`config.mk`:
```
export PLATFORM = sky130hd
export DESIGN_NAME = burst_mem_rd_fifo
export DESIGN_NICKNAME = d
export VERILOG_FILES = /design/src/rtl/burst_mem_rd_fifo.sv
export SDC_FILE = /design/constraint.sdc
export NUM_CORES = 2
export LEC_CHECK = 0
export CORE_UTILIZATION = 50
export CTS_BUF_LIST = sky130_fd_sc_hd__clkbuf_16
export CTS_CLUSTER_DIAMETER = 60
export DETAILED_ROUTE_END_ITERATION = 16
export PLACE_DENSITY_LB_ADDON = 0.05
export SLEW_MARGIN = 20
export SYNTH_ARGS = -nofsm -noshare
export SYNTH_HDL_FRONTEND = slang
export SYNTH_SLANG_ARGS = --single-unit
export TNS_END_PERCENT = 1
```
`constraint.sdc`:
```
create_clock -name clk -period 113.2 [get_ports clk]
set_clock_uncertainty 0.15 [all_clocks]
set_input_delay 22.64 -clock clk [delete_from_list [all_inputs] [get_ports clk]]
set_output_delay 22.64 -clock clk [all_outputs]
set_load 0.05 [all_outputs]
```
`src/rtl/burst_mem_rd_fifo.sv`:
```
// Read-return buffer: ring FIFO, valid/ready on the output side.
// Ports: clk, rst, in_vld/in_dat (push), out_vld/out_dat/out_rdy (pop), count.
module burst_mem_rd_fifo #(
    parameter int DATA_W = 512,
    parameter int DEPTH  = 6
) (
    input  logic                       clk,
    input  logic                       rst,
    input  logic                       in_vld,
    input  logic [DATA_W-1:0]          in_dat,
    output logic                       out_vld,
    output logic [DATA_W-1:0]          out_dat,
    input  logic                       out_rdy,
    output logic [$clog2(DEPTH+1)-1:0] count
);

    localparam int PTR_W = $clog2(DEPTH);
    localparam int CNT_W = $clog2(DEPTH+1);

    logic [DATA_W-1:0] slot_q [DEPTH];
    logic [PTR_W-1:0]  wr_ptr;
    logic [PTR_W-1:0]  rd_ptr;
    logic              push;
    logic              pop;

    function automatic logic [PTR_W-1:0] nxt(input logic [PTR_W-1:0] p);
        return (p == PTR_W'(DEPTH-1)) ? '0 : p + PTR_W'(1);
    endfunction

    assign out_vld = (count != '0);
    assign out_dat = slot_q[rd_ptr];
    assign push    = in_vld && (count != CNT_W'(DEPTH));
    assign pop     = out_vld && out_rdy;

    always_ff @(posedge clk) begin
        if (rst) begin
            wr_ptr <= '0;
            rd_ptr <= '0;
            count  <= '0;
        end else begin
            if (push) wr_ptr <= nxt(wr_ptr);
            if (pop)  rd_ptr <= nxt(rd_ptr);
            unique case ({push, pop})
                2'b10:   count <= count + CNT_W'(1);
                2'b01:   count <= count - CNT_W'(1);
                default: ;
            endcase
        end
    end

    always_ff @(posedge clk) begin
        if (push) slot_q[wr_ptr] <= in_dat;
    end

endmodule

```
==> metrics.txt <==
hold path startpoint=rd_ptr[1]; Critical Path Max Stage Delay=890 ps; Synth area leader=edfxtp_1; synthesized cell area=118000 um^2; Final period util=26.2%; post-synth cell types=31; final WL=279 mm; critical path's top delay family=buffers and inverters; I/O pin count=1032; share of cells above drive strength 1=29.8%; clock share of power=31.6%; slowest stage cell, crit path=dfxtp_4; core footprint=233000 um^2; asr flop ratio synth=0%; reg-to-reg endpoint=slot_q[1][129]; post-CTS setup buffers=0; Syn Nets=5414; die height=488 um; CP required=90410 ps; vias per std cell=5.60; Avg Synthesized Cell Area=24.1 um^2; Cells after DPL=8916; Synth area leaders=edfxtp_1, mux4_2, mux2_2, mux2_4, mux2_1; final hold vios=0; first-pass GRT wire length=396 mm; Rel. slew slack=22.3%; nets@finish=6637; Flop pwr share=41.7%; Seq cells post-synth=3084; flop-to-flop setup slack=107780 ps; fillcell total=16500; DRC violations left=0; CP endpoint kind=primary output; Max-Cap Viols=0; vias in the first global route=54700; CTS Buf Count=333; sw power=955 uW; via count of the routed design=53400; critical path launch point type=register; clock buffer depth=4; Root Driver=clkbuf_16; CP Buf/Inv Count=5; maximum fanout along the worst path=157; Routed Antenna Nets=0; worst hold path depth=2; Syn Inst Count=4896; synth warn=0; CP cell instances=buf_12 -> buf_4 -> buf_4 -> buf_4 -> mux2_2 -> mux4_2 -> clkdlybuf4s50_1; Die Area=238000 um^2; GRT Residual Overflow=0; fin crit period=29660 ps; Primary FF master, synth=edfxtp_1; worst min path class=register to register; FMAX=0.0337 GHz; sequential-to-total area share from yosys stat=78.5%; Reg area=92500 um^2; TritonCTS Sinks=3084; RSZ-0062 raised after global routing=no; Final TNS setup=0 ps; TritonRoute pass-1 iters=5; VDD IR max=0.0167 mV; clk_lat worst skew=920 ps; Rows=177; pin count of the biggest net entering global routing=158; P_leak=0.0449 uW; internal power=2190 uW; Crit path top cell by count=buf_4; count leader, synth=edfxtp_1; Final setup viols=0; Synth-to-Final Area Change=20.2%; commonest cells in the netlist=edfxtp_1, mux2_2, mux4_2, mux2_4, mux2_1; Slew Viols, Final=0; Die Width=488 um; Sw Share=30.3%; Multi-input gate area=24100 um^2; post-synth top area share=78.3%; Resized Gates After CTS=0; H-tree levels=5; Tot GR Track Use=23.3%; CTS Hold Bufs=0; CP arrival=6870 ps; number of port buffers=1031; RR Startpoint=count[0]; WL/cell=29.2 um; Post-synth EDFFs=3072; TritonCTS clock tree=yes; Min Hold Slack=324 ps; Initial Utilization=50.5%; initial antenna violation count=139; fin cells=9532; combinational share of power=26.7%; Worst-path clk slew=60 ps; DP HPWL=166 mm; routability cong.=0.788; R2R cell count=7; pwr/cell area=22.2 nW/um^2; Crit Path Class=register to primary output; Detailed Route Iter0 Violations=3845; status=finished clean; actual slew at the worst max-slew pin=1170 ps
## how the worst max path moves through the flow
stage | depth (start not counted) | slack (ps) | start | endpoint
2_1_floorplan | 2 | 51390 | in_vld | slot_q[2][0]
3_3_place_gp | 7 | 84430 | register | out_dat[336]
3_5_place_dp | 7 | 84380 | register | out_dat[336]
4_1_cts | 7 | 83370 | register | out_dat[336]
5_1_grt | 7 | 83150 | register | out_dat[337]
6_report | 7 | 83540 | register | out_dat[336]
## per-layer routing
layer	up-vias	part of all wire [%]	global-route usage [%]
li1	23100	-	-
met1	28100	40	29.9
met2	1551	47	35.7
met3	552	9.7	9.55
met4	116	3.1	8.13
met5	-	0.28	0
## worst register-to-register path, stage by stage, from the launching register on
cell and delay [ps]:
dfxtp_1 530, and3b_1 240, or4_1 600, inv_8 440, buf_4 690, buf_4 770, buf_4 870, buf_4 700
## metrics by stage
step,instance area (um^2),util (%),setup slack (ps),total power [uW]
global placement,132000,56.4,84430,2190
global route,142000,60.7,83150,3250
finish,142000,60.7,83540,3150
CTS,142000,60.7,83370,3180
floorplan,118000,-,51390,1940
detailed placement,132000,56.4,84380,2190
## kinds of logic (layout without fill, tap and decap cells)
group	count (synthesis)	in the layout	synth area share, %
buf+inv	234	1699	1.09
xor+xnor	3	3	0.0223
simple gates	25	25	0.120
compound gates	11	11	0.0531
mux	1537	1537	20.2
fa+ha+maj	2	2	0.0276
other cells	0	39	0
flops	3084	3084	78.5
## flip-flops by register name, indices dropped and copies added (netlist names), named ones only
register and cells:
slot_q 3072, count 3, rd_ptr 3, wr_ptr 3
## layout by cell type, fill, tap and decap left out, types with 4 or more instances in the layout
cell type | Yosys | routed
buf_12 | 0 | 13
dfxtp_1 | 12 | 9
buf_4 | 0 | 73
inv_1 | 5 | 78
edfxtp_1 | 3072 | 3072
nor2_1 | 5 | 5
clkinv_2 | 0 | 57
inv_6 | 0 | 6
a21oi_1 | 6 | 6
mux2_4 | 200 | 200
clkinv_8 | 0 | 5
mux4_2 | 512 | 512
diode_2 | 0 | 39
clkdlybuf4s50_1 | 0 | 1031
clkinv_1 | 0 | 77
bufinv_16 | 0 | 15
mux2_1 | 160 | 160
mux2_2 | 665 | 665
clkbuf_16 | 0 | 338
nand2_1 | 4 | 4
## power by group through the flow
stage                     Clock [uW]  Sequential [uW]  Combinational (uW)
after floorplan                    0             1370                 563
after global placement             0             1340                 850
after detailed placement           0             1340                 851
after CTS                       1020             1310                 853
after global routing            1060             1320                 875
final                            994             1310                 840
## layout make-up
cell class	instances	share of cell area, %
repair buffers	1117	7.85
diodes	39	0.0689
well taps	3132	2.77
clock buffers	338	5.97
multi-input cells	1578	17.0
clock inverters	239	1.04
flip-flops and latches	3084	65.3
inverters	5	0.0238
No activity file was read; power rests on OpenSTA's default activity.
